### config.mk
export PLATFORM = sky130hd
export DESIGN_NAME = fnd_scan_ctrl
export DESIGN_NICKNAME = d
export VERILOG_FILES = /design/src/rtl/fnd_scan_ctrl.sv
export SDC_FILE = /design/constraint.sdc
export NUM_CORES = 1
export LEC_CHECK = 0
export BUFFER_PORTS_ARGS = -buffer_cell sky130_fd_sc_hd__buf_4
export CAP_MARGIN = 40
export CORE_MARGIN = 4
export CORE_UTILIZATION = 54
export CTS_CLUSTER_DIAMETER = 60
export DETAILED_ROUTE_END_ITERATION = 8
export GPL_TIMING_DRIVEN = 0
export PLACE_DENSITY_LB_ADDON = 0.2
export SLEW_MARGIN = 0
export SYNTH_ARGS = -nofsm -noshare
export SYNTH_HDL_FRONTEND = slang
export SYNTH_SLANG_ARGS = --single-unit
### constraint.sdc
create_clock -name clk -period 4.1 [get_ports clk]
set_input_delay 0.205 -clock clk [delete_from_list [all_inputs] [get_ports clk]]
set_output_delay 0.205 -clock clk [all_outputs]
set_load 0.05 [all_outputs]
### src/rtl/fnd_scan_ctrl.sv
// Multiplexed 7-segment scan controller: double-buffered BCD word, one digit lit per slot.
// Optional leading-zero blanking is built when FND_SCAN_BLANK_EN is defined.
module fnd_scan_ctrl #(
    parameter int DIGITS   = 4,
    parameter int SCAN_DIV = 1000
) (
    input  logic                  clk,
    input  logic                  rst,
    input  logic                  en,
    input  logic                  load,
    input  logic [4*DIGITS-1:0]   value,
    output logic [3:0]            bcd,
    output logic [DIGITS-1:0]     dig_sel,
    output logic [2:0]            dig_idx,
    output logic                  frame_done
);

    localparam int                CNT_W   = $clog2(SCAN_DIV);
    localparam logic [CNT_W-1:0]  CNT_MAX = CNT_W'(SCAN_DIV - 1);
    localparam logic [2:0]        IDX_MAX = 3'(DIGITS - 1);

    logic [CNT_W-1:0]    cnt_q, cnt_d;
    logic [2:0]          idx_q, idx_d;
    logic [4*DIGITS-1:0] staging_q, staging_d;
    logic [4*DIGITS-1:0] display_q, display_d;
    logic                pending_q, pending_d;
    logic [3:0]          bcd_q, bcd_d;
    logic [DIGITS-1:0]   dig_sel_q, dig_sel_d;
    logic                frame_done_q, frame_done_d;
    logic                tick, wrap;
    logic [DIGITS-1:0]   lit_mask;

    always_comb begin
        tick         = en && (cnt_q == CNT_MAX);
        wrap         = tick && (idx_q == IDX_MAX);
        cnt_d        = cnt_q;
        idx_d        = idx_q;
        staging_d    = staging_q;
        display_d    = display_q;
        pending_d    = pending_q;
        frame_done_d = wrap;

        if (en) begin
            cnt_d = tick ? '0 : cnt_q + CNT_W'(1);
        end
        if (tick) begin
            idx_d = wrap ? 3'd0 : idx_q + 3'd1;
        end

        if (load) begin
            staging_d = value;
            pending_d = 1'b1;
        end
        // Commit only at a frame boundary while scanning; a dark display can take it at once.
        if (wrap && (pending_q || load)) begin
            display_d = load ? value : staging_q;
            pending_d = 1'b0;
        end else if (!en && load) begin
            display_d = value;
            pending_d = 1'b0;
        end
    end

`ifdef FND_SCAN_BLANK_EN
    always_comb begin : blank_p
        logic zero_above;
        zero_above  = 1'b1;
        lit_mask    = '1;
        for (int i = DIGITS - 1; i >= 1; i--) begin
            zero_above  = zero_above && (display_d[4*i +: 4] == 4'd0);
            lit_mask[i] = !zero_above;
        end
    end
`else
    assign lit_mask = '1;
`endif

    // Outputs are computed from next-state so they step on the same edge as idx.
    always_comb begin
        bcd_d     = 4'd0;
        dig_sel_d = '1;
        for (int i = 0; i < DIGITS; i++) begin
            if (idx_d == 3'(i)) begin
                bcd_d = display_d[4*i +: 4];
                if (en && lit_mask[i]) begin
                    dig_sel_d[i] = 1'b0;
                end
            end
        end
    end

    always_ff @(posedge clk) begin
        if (rst) begin
            cnt_q        <= '0;
            idx_q        <= 3'd0;
            staging_q    <= '0;
            display_q    <= '0;
            pending_q    <= 1'b0;
            bcd_q        <= 4'd0;
            dig_sel_q    <= '1;
            frame_done_q <= 1'b0;
        end else begin
            cnt_q        <= cnt_d;
            idx_q        <= idx_d;
            staging_q    <= staging_d;
            display_q    <= display_d;
            pending_q    <= pending_d;
            bcd_q        <= bcd_d;
            dig_sel_q    <= dig_sel_d;
            frame_done_q <= frame_done_d;
        end
    end

    assign bcd        = bcd_q;
    assign dig_sel    = dig_sel_q;
    assign dig_idx    = idx_q;
    assign frame_done = frame_done_q;

endmodule
==> results of run 1 <==
-- final cells by class --
class                   count  share of cell area (%)
plain buffers              16                    2.60
clock buffers               6                    2.86
clock inverters             1                   0.173
inverters                   3                   0.390
multi-input cells         186                    46.0
flip-flops and latches     55                    38.2
well taps                  52                    2.25
repair buffers             29                    7.55
-- where the power goes --
group / leakage [nW] / total [mW] / switching [mW] / internal, mW
clock network: 0.0470 / 0.300 / 0.167 / 0.133
logic: 0.780 / 0.115 / 0.0644 / 0.0504
registers: 0.450 / 0.566 / 0.00953 / 0.557
total: 1.28 / 0.981 / 0.241 / 0.740
-- metrics by stage --
step	hold WS [ns]	worst slack [ns]	instances
2_1_floorplan	0.286	1.50	260
4_1_cts	0.108	1.31	348
6_report	0.111	1.29	348
5_1_grt	0.105	1.10	348
3_3_place_gp	0.427	1.36	341
3_5_place_dp	0.434	1.35	341
-- sequential cells by signal, summed over array words and instances (netlist names) --
register / flops
frame_done: 1
dig_sel: 4
pending_q: 1
staging_q: 16
display_q: 16
dig_idx: 3
bcd: 4
cnt_q: 10
-- placed cells by master (no fill, tap or decap), types with 2 or more instances in the layout --
| master | n |
|---|---|
| a32o_2 | 4 |
| nand4_1 | 3 |
| o2111a_1 | 4 |
| buf_4 | 30 |
| clkbuf_8 | 6 |
| a211oi_1 | 2 |
| nor3_2 | 2 |
| xor2_1 | 5 |
| nor2_1 | 43 |
| mux2_2 | 6 |
| nand3_1 | 15 |
| inv_1 | 3 |
| o32ai_1 | 3 |
| mux2i_1 | 37 |
| buf_1 | 2 |
| xnor2_1 | 3 |
| ha_1 | 2 |
| dfxtp_1 | 55 |
| buf_2 | 3 |
| nand2b_1 | 5 |
| nor2b_1 | 3 |
| o21ai_0 | 6 |
| o211a_1 | 4 |
| nor3_1 | 11 |
| clkbuf_1 | 9 |
| nand2_1 | 10 |
| a21oi_1 | 5 |
-- routing by layer --
| layer | share of wire [%] | vias to the layer above | GRT usage [%] |
|---|---|---|---|
| met3 | 5.3 | 8 | 4.85 |
| met5 | 0 | - | 0 |
| li1 | - | 992 | - |
| met4 | 1.1 | 0 | 4.89 |
| met1 | 45 | 944 | 26.3 |
| met2 | 48 | 49 | 32.0 |
-- path summary, 6_finish.rpt --
| path | cells past startpoint | slack [ns] | end | start |
|---|---|---|---|---|
| max | 7 | 1.29 | bcd[0] | dig_idx[0] |
| min | 2 | 0.11 | staging_q[9] | rst |
| max reg2reg | 7 | 1.29 | bcd[0] | dig_idx[0] |
| min reg2reg | 2 | 0.50 | cnt_q[1] | cnt_q[1] |
-- cells by family (layout without fill, tap and decap cells) --
family | Yosys count | count (layout)
AND/OR/NAND/NOR | 100 | 100
flip-flops | 55 | 55
multiplexers | 43 | 43
AO/OA/AOI/OAI | 33 | 33
buffers and inverters | 19 | 55
XOR/XNOR | 8 | 8
adder cells (fa/ha/maj) | 2 | 2
==> impl_results.md, run 1 <==
* Dpl cell area at 2800 um2
* Most frequent cells after synthesis: dfxtp_1, nor2_1, mux2i_1, nand3_1, nor3_1
* Crit path max-delay family: simple AND/OR/NAND/NOR gates
* #FFs+latches synth at 55
* Filler cells at 380
* Fmax at 356 MHz
* CP Launch Type: register
* Synth Area per Inst at just under 10 um2
* Num CTS Buffers at 5
* Sink Count at 55
* GRT Residual Overflow at 0
* Initial antenna violation count at 0
* Mux cell area share after synthesis at between 10% and 20%
* Multi-input logic area at between 1000 and 1500 um2
* FFs w/ async S/R, synth at 0%
* Number of I/O pins at 32
* DRC Markers at 0
* Max Slew Vio Count at 0
* Tmin final at 2.81 ns
* Post-Route WL at 5520 um
* Area growth syn-to-layout at 14.7%
* Top_reg_cell synth: dfxtp_1
* Nature of the critical path endpoint: register
* Synth Net Count at approximately 280
* Maximum VDD drop at 0.000221 V
* Setup tns final at 0 ns
* Synth top area cells: dfxtp_1, mux2i_1, nor2_1
* # setup viols final at 0
* Routability cong. at 0.805
* RSZ-0062 raised after global routing: false
* Leak Pwr at 1.28 nW
* TritonCTS clock tree: yes
* 1st-iter DRT viols at 149
* Yosys warnings at 0
* Clk root buf: clkbuf_8
* CP cell instances: ha_1 -> and2b_1 -> o21ai_0 -> nor4_4 -> mux2_2 -> mux2i_1 -> o32ai_1
* Drt first pass iters at 4
* Dpl hpwl at 3980 um
* Kind of critical path: register to register
* Via count at 1993
* Worst min-delay path category: primary input to register
* Diodes inserted at 0
* Layout cells sized above 1 at 20.9%
* EDFF count, synth at 0
* Final hold vios at 0
* Max Cap Viol at 0
* Nets at 318
* Worst path max stage delay at around 0.6 ns
* Vias/cell at 5.73
* Crit Path Max Fanout at 8
* Share of the core filled with cells at around two thirds
* Library cells used by synthesis at 40
* Overall Global Routing Usage at 19.7%
* Buffers & Inverters on Critical Path at 0
* Core Region at 4440 um2
* Die width at about 76 um
* Top cell type's share of synthesized area at 43.8%
* CTS Hold Bufs at 0
* Synth Area in Compound Gates at 11.5%
* Most common cell in the netlist: dfxtp_1
* Clock latency on the worst-skew pair at about 0.31 ns
* Maximum root-to-sink buffer count at 2
* Synth Area in XOR/XNOR at 2.79%
* Vias in the first global route at 1886
* Critical path's slowest cell: nor4_4
* H-tree depth at 2
* Initial Util at 56.6%
* Post-route cell area at roughly 2900 um2
* Largest net degree at the start of global routing at 16
* Mapped Cells at 260
* Post-Synth Adder-Cell Area at less than 1%
* Sequential area share after synthesis at 43.8%
* WP data arrival at 2.99 ns
* Setup Skew at 0.0111 ns
* Status: finished, final reports clean
* Post-CTS sizing at 0
* Die extent in y at 76.2 um
* Cell Pwr Density at 340 nW/um2
* Power Total at approximately 0.98 mW
* Post-route ant nets at 0
* Netlist Area Pre-Place at 2510 um2
* Largest area contributor in the netlist: dfxtp_1
* Max_slew headroom at 49.4%
* Main combinational cell family by area after synthesis: simple AND/OR/NAND/NOR gates
* Die Area at 5810 um2
* Final period util at just under 70%
* Wire per inst at 15.9 um
* Count of buffers from port buffering at 29
* Post-CTS Setup Inserts at 0
* Clock transition at the registers of the reported paths at 0.09 ns
* Sequential cell area at 1100 um2
* First-pass GRT wire length at roughly 9300 um
* Post-Synth Simple-Gate Area at about a fifth
* Row count at 24
* Tightest Pin Transition at 0.750 ns
* Data required time at the worst endpoint at around 4.3 ns
Note: power is estimated with default switching activity, not from simulation.
==> inputs of run 2 (changes only) <==
Settings changed: ABC_AREA set to 1.
Clock period 4.1 ns to 2.6 ns, I/O delays scaled along.
==> run 2 against run 1 <==
Effect of this change: critical path type unchanged; global-route usage up 1.3 points; hold slack got worse by 0.046 ns; register-to-register slack got worse by 0.75 ns; critical endpoint is now bcd[3]; die area grew 2.2%; sequential share of layout area fell by 0.95 points; via count rose by 17%; synthesized area grew 2.5%; highest routed layer unchanged; power up 61%; clock skew increased by 0.0033 ns.
==> impl_results.md, run 2 <==
* Status: finished, final reports clean
* Row count at 24 (unchanged)
* FFs w/ async S/R, synth at 0% (unchanged)
* Nature of the critical path endpoint: register
* Layout cells sized above 1 at 16.2% (-4.7 points)
* Final non-filler cell total at 446 (+28%)
* Hold WS at 0.0641 ns (-0.0465 ns)
* CP Launch Type: register
* Tmin final at 2.06 ns (-0.745 ns)
* GRT Residual Overflow at 0 (unchanged)
* Gate power share at 11.7% (about the same)
* Critical path's slowest cell: dfxtp_1
* Maximum VDD drop at 0.000301 V (+36%)
* Routability cong. at 0.884 (+9.8%)
* First-pass GRT wire length at 9990 um (+7.8%)
* Cell count of the worst reg-to-reg path at 10 (+3)
* Die width at 77.1 um (+1.1%)
* Die Area at 5940 um2 (+2.2%)
* DRC Markers at 0 (unchanged)
* WP data arrival at 2.28 ns (-0.71 ns)
* Switch share at 25.9% (+1.3 points)
* Fmax at 485 MHz (+36%)
* Reg2Reg Setup Slack at 0.54 ns (-0.75 ns)
* Data required time at the worst endpoint at 2.82 ns (-1.47 ns)
* Final period util at 79.3% (+11 points)
* Final hold vios at 0 (unchanged)
* Crit path max-delay family: simple AND/OR/NAND/NOR gates
* Max Cap Viol at 0 (unchanged)
* Vias in the first global route at 2294 (+22%)
* Mapped Cells at 357 (+37%)
* Top_reg_cell synth: dfxtp_1
* Power Total at 1.58 mW (+61%)
* Pint at 1.17 mW (+58%)
* Sink Count at 55 (unchanged)
* TritonCTS clock tree: yes
* Die extent in y at 77.1 um (+1.1%)
* Worst min-delay path category: primary input to register
* DP Worst Slack at 0.539 ns (-0.807 ns)
* Flop pwr share at 56.3% (-1.4 points)
* Wire per inst at 13.1 um (-17%)
* Synth top area cells: dfxtp_1, nand2_1, nor2_1
* Commonest non-fill, non-tap cell in the layout: nand2_1
* Diodes inserted at 0 (unchanged)
* Vias/cell at 5.22 (-8.9%)
* Hold Path Stages at 2 (unchanged)
* Cell Pwr Density at 532 nW/um2 (+57%)
* Buffers & Inverters on Critical Path at 2 (+2)
* Setup tns final at 0 ns (unchanged)
* Most frequent cells in the layout: nand2_1, dfxtp_1, nor2_1
* Worst path most repeated cell: nor2_1
* Setup Skew at 0.0144 ns (+0.00327 ns)
* Most frequent cells after synthesis: nand2_1, dfxtp_1, nor2_1, inv_1, o21ai_0
* Synth Area per Inst at 7.22 um2 (-25%)
* Max Slew Vio Count at 0 (unchanged)
* Tightest Pin Transition at 0.563 ns (-0.188 ns)
* H-tree depth at 2 (unchanged)
* Max_slew headroom at 62.5% (+13 points)
* Clock latency on the worst-skew pair at 0.32 ns (about the same)
* EDFF count, synth at 0 (unchanged)
* Count of buffers from port buffering at 29 (unchanged)
* Clk network pwr share at 32.0% (+1.4 points)
* Initial antenna violation count at 0 (unchanged)
* Most common cell in the netlist: nand2_1
* Biggest regs: display_q x16, staging_q x16, cnt_q x10
* Sequential area share after synthesis at 42.7% (-1.1 points)
* CTS Hold Bufs at 0 (unchanged)
* Post-CTS Setup Inserts at 0 (unchanged)
* Library cells used by synthesis at 29 (-28%)
* Clk root buf: clkbuf_8
* Clock transition at the registers of the reported paths at 0.10 ns (about the same)
* RSZ-0062 raised after global routing: false
* CP cell instances: ha_1 -> inv_1 -> nor2_1 -> inv_1 -> nor2_2 -> nand3_1 -> nand3_1 -> nor2_1 -> nor2_1 -> nand2_1
* Dpl hpwl at 4330 um (+8.8%)
* Area growth syn-to-layout at 14.8% (about the same)
* Maximum root-to-sink buffer count at 2 (unchanged)
* Crit Path Max Fanout at 9 (+1)
* Slack of the critical path at 0.537 ns (-0.755 ns)
* Worst path depth at 10 (+3)
* Leak Pwr at 1.43 nW (+12%)
* Post-Route WL at 5850 um (+6.0%)
* #FFs+latches synth at 55 (unchanged)
* # setup viols final at 0 (unchanged)
* Num CTS Buffers at 5 (unchanged)
* Nets at 415 (+31%)
* Netlist Area Pre-Place at 2580 um2 (+2.5%)
* Largest net degree at the start of global routing at 18 (+2)
* 1st-iter DRT viols at 221 (+48%)
* Post-CTS sizing at 0 (unchanged)
* Number of I/O pins at 32 (unchanged)
* Kind of critical path: register to register
* Initial Util at 57.6% (+1.0 points)
* Worst path max stage delay at 0.42 ns (-0.17 ns)
* Yosys warnings at 0 (unchanged)
* Drt first pass iters at 4 (unchanged)
* Via count at 2326 (+17%)
* Sw power at 0.409 mW (+69%)
* Post-route ant nets at 0 (unchanged)
* Core Region at 4470 um2 (+0.68%)
* Top cell type's share of synthesized area at 42.7% (-1.1 points)
* Synth Net Count at 379 (+34%)
* Largest area contributor in the netlist: dfxtp_1
* Overall Global Routing Usage at 21.0% (+1.3 points)
* Placed instance count at 438 (+28%)
==> run 2: cell types whose count changed in the layout (fill, tap and decap cells not counted), sizes merged, moves of 12 or more <==
cell,previous run,this run
o21ai,7,25
nand2,11,96
inv,3,40
mux2i,37,12
nor2,43,55
==> run 2: area by class of cell <==
cell class	count	area [um2]
clock buffer	6	82.6
timing repair buffer	29	218
clock inverter	2	16.3
multi-input combinational	248	1250
fill	397	1520
sequential	55	1100
buffer	14	71.3
tap	52	65.1
inverter	40	150
==> run 2: routing by layer <==
metal  routed length, um  global-route usage [%]  share of wire (%)  vias up
met1                2560                    25.1                 44     1058
met3                 336                    3.51                5.7       11
met2                2840                    36.5                 49       54
met5                   0                       0                  0        -
met4                 113                    9.96                1.9        0
li1                    -                       -                  -     1203
==> run 2: final timing paths <==
| check | start | end |
|---|---|---|
| max reg2reg | dig_idx[0] | bcd[3] |
| min reg2reg | staging_q[10] | staging_q[10] |
| min | en | cnt_q[0] |
| max | dig_idx[0] | bcd[3] |
==> run 2: per-stage QoR <==
step	instance area, um2	util [%]
floorplan	2580	-
global route	2960	66.1
finish	2960	66.1
CTS	2960	66.1
global placement	2860	63.9
detailed placement	2860	63.9
==> run 2: power groups by stage <==
stage,combinational (mW),clock [mW],sequential (mW)
after floorplan,0.112,0,0.918
after global placement,0.179,0,0.906
after detailed placement,0.183,0,0.908
after CTS,0.184,0.515,0.888
after global routing,0.209,0.546,0.892
final,0.184,0.504,0.888
==> run 2: cell families (layout without fill, tap and decap cells) <==
logic type	after synthesis	count (layout)	synth area share (%)
buf+inv	54	91	8.59
simple gates	194	194	34.7
mux	12	12	4.66
fa+ha+maj	2	2	0.971
compound gates	40	40	8.35
flops	55	55	42.7
==> inputs of run 3 (changes only) <==
Clock period 2.6 ns to 1.95 ns, I/O delays scaled along.
==> run 3 against run 2 <==
Effect of this change: cell area increased by 1.7%; count of clock-buffer cells in the layout did not move; cell count rose by 1.1%; power grew 33%; largest power group unchanged; highest routed layer unchanged.
==> impl_results.md, run 3 (synthesized netlist as in run 2, its figures left out) <==
* Data required time at the worst endpoint at 2.17 ns (-0.65 ns)
* Area growth syn-to-layout at 16.8%
* Final hold vios at 0 (unchanged)
* Worst path max stage delay at 0.42 ns (about the same)
* Fmax at 547 MHz (+13%)
* RSZ-0062 raised after global routing: false
* GRT Residual Overflow at 0 (unchanged)
* Count of buffers from port buffering at 29 (unchanged)
* Initial antenna violation count at 0 (unchanged)
* Sw power at 0.545 mW (+33%)
* Clk root buf: clkbuf_8
* Critical path's slowest cell: dfxtp_1
* First-pass GRT wire length at 9980 um (-0.14%)
* Maximum VDD drop at 0.000399 V (+33%)
* Clock transition at the registers of the reported paths at 0.10 ns (about the same)
* # setup viols final at 0 (unchanged)
* Num CTS Buffers at 5 (unchanged)
* Nets at 420 (+1.2%)
* Hold_sp: en
* Hold Path Stages at 2 (unchanged)
* Commonest non-fill, non-tap cell in the layout: nand2_1
* Via count at 2356 (+1.3%)
* DRC Markers at 0 (unchanged)
* Die Area at 5940 um2 (unchanged)
* Die extent in y at 77.1 um (unchanged)
* Setup Skew at 0.0137 ns (-0.000635 ns)
* Status: finished, final reports clean
* Crit Path Max Fanout at 10 (+1)
* Share of the core filled with cells at 67.3% (+1.1 points)
* Crit path max-delay family: simple AND/OR/NAND/NOR gates
* Cell Pwr Density at 698 nW/um2 (+31%)
* Most frequent cells in the layout: nand2_1, dfxtp_1, nor2_1
* Largest net degree at the start of global routing at 18 (unchanged)
* Dpl hpwl at 4330 um (unchanged)
* Reg2Reg Setup Slack at 0.12 ns (-0.42 ns)
* Biggest regs: display_q x16, staging_q x16, cnt_q x10
* TritonCTS clock tree: yes
* Clk network pwr share at 31.9% (about the same)
* Worst R2R End: bcd[0]
* Tmin final at 1.83 ns (-0.234 ns)
* CP cell instances: ha_1 -> inv_1 -> nor2_2 -> nand4_2 -> buf_4 -> nand2_1 -> nand2_1 -> nand2_1 -> nand2_1 -> nand2_1 -> nand2_1
* Overall Global Routing Usage at 21.0% (-0.025 points)
* Hold WS at 0.0392 ns (-0.0249 ns)
* Gate power share at 11.7% (about the same)
* Vias/cell at 5.22 (+0.17%)
* Core Region at 4470 um2 (unchanged)
* Number of I/O pins at 32 (unchanged)
* WP data arrival at 2.04 ns (-0.24 ns)
* Hold Path End: cnt_q[0]
* CP Launch Type: register
* Cell count of the worst reg-to-reg path at 11 (+1)
* Layout cells sized above 1 at 18.5% (+2.3 points)
* Wire per inst at 13.4 um (+2.3%)
* Pint at 1.56 mW (+33%)
* Kind of critical path: register to register
* H-tree depth at 2 (unchanged)
* Post-Route WL at 6050 um (+3.4%)
* Row count at 24 (unchanged)
* Final period util at 93.8% (+14 points)
* Initial Util at 57.6% (unchanged)
* Leak Pwr at 1.45 nW (+1.4%)
* Post-route ant nets at 0 (unchanged)
* Sink Count at 55 (unchanged)
* Flop pwr share at 56.4% (about the same)
* Drt first pass iters at 4 (unchanged)
* 1st-iter DRT viols at 205 (-7.2%)
* Max Cap Viol at 0 (unchanged)
* Tightest Pin Transition at 0.535 ns (-0.0276 ns)
* Die width at 77.1 um (unchanged)
* Max_slew headroom at 64.3% (+1.8 points)
* Diodes inserted at 0 (unchanged)
* Setup tns final at 0 ns (unchanged)
* Critical R2R Launch: dig_idx[0]
* Worst min-delay path category: primary input to register
* Worst path most repeated cell: nand2_1
* Nature of the critical path endpoint: register
* Routability cong. at 0.884 (unchanged)
* Max Slew Vio Count at 0 (unchanged)
* Buffers & Inverters on Critical Path at 2 (unchanged)
* Clock latency on the worst-skew pair at 0.32 ns (about the same)
* Vias in the first global route at 2291 (-0.13%)
* Maximum root-to-sink buffer count at 2 (unchanged)
* Switch share at 25.9% (about the same)
==> run 3: cell type report <==
class,count,area (um2)
Timing Repair Buffer,33,245
Sequential cell,55,1100
Multi-Input combinational cell,249,1280
Clock inverter,2,16.3
Fill cell,388,1460
Buffer,14,71.3
Clock buffer,6,82.6
Tap cell,52,65.1
Inverter,40,150
==> run 3: stage by stage <==
step	total power, mW	std cells	instance area (um2)	worst slack, ns
final	2.10	451	3010	0.121
after global placement	1.45	438	2860	-0.0154
after CTS	2.12	446	2970	0.103
after detailed placement	1.45	438	2860	-0.111
after global routing	2.20	451	3010	0.00133
after floorplan	1.37	357	2580	0.0177
==> run 3: worst max path at each step <==
stage	start	to	slack, ns	cells after the start
final	dig_idx[0]	bcd[0]	0.12	11
after global routing	dig_idx[1]	bcd[0]	0.001	11
after detailed placement	dig_idx[0]	bcd[0]	-0.11	10
after CTS	dig_idx[0]	bcd[3]	0.10	10
after global placement	dig_idx[0]	bcd[0]	-0.02	10
after floorplan	dig_idx[1]	bcd[0]	0.02	10
==> run 3: worst register-to-register path, delay by kind of cell (launching register included) <==
family	cells	cell delay, ns
simple gates	8	0.81
fa+ha+maj	1	0.21
flops	1	0.42
buf+inv	2	0.29
==> run 3: power groups by stage <==
stage | sequential, mW | clock [mW] | combinational, mW
3_3_place_gp | 1.21 | 0 | 0.239
3_5_place_dp | 1.21 | 0 | 0.244
5_1_grt | 1.19 | 0.728 | 0.279
2_1_floorplan | 1.22 | 0 | 0.149
4_1_cts | 1.18 | 0.686 | 0.245
6_report | 1.18 | 0.671 | 0.246
==> run 3: timing repair <==
item                                    in CTS  in global routing
gates cloned                                 0                  1
hold buffers                                 0                  0
pin swaps                                    0                  3
resized for setup                            2                  4
buffers inserted                             0                  4
endpoints found under the setup margin       4                  4
==> run 3: metal layers <==
layer / GRT usage [%] / vias to the layer above / part of all wire, %
met1: 25.0 / 1076 / 46
li1: - / 1217 / -
met4: 9.96 / 0 / 1.6
met5: 0 / - / 0
met3: 3.51 / 11 / 4.8
met2: 36.5 / 52 / 48
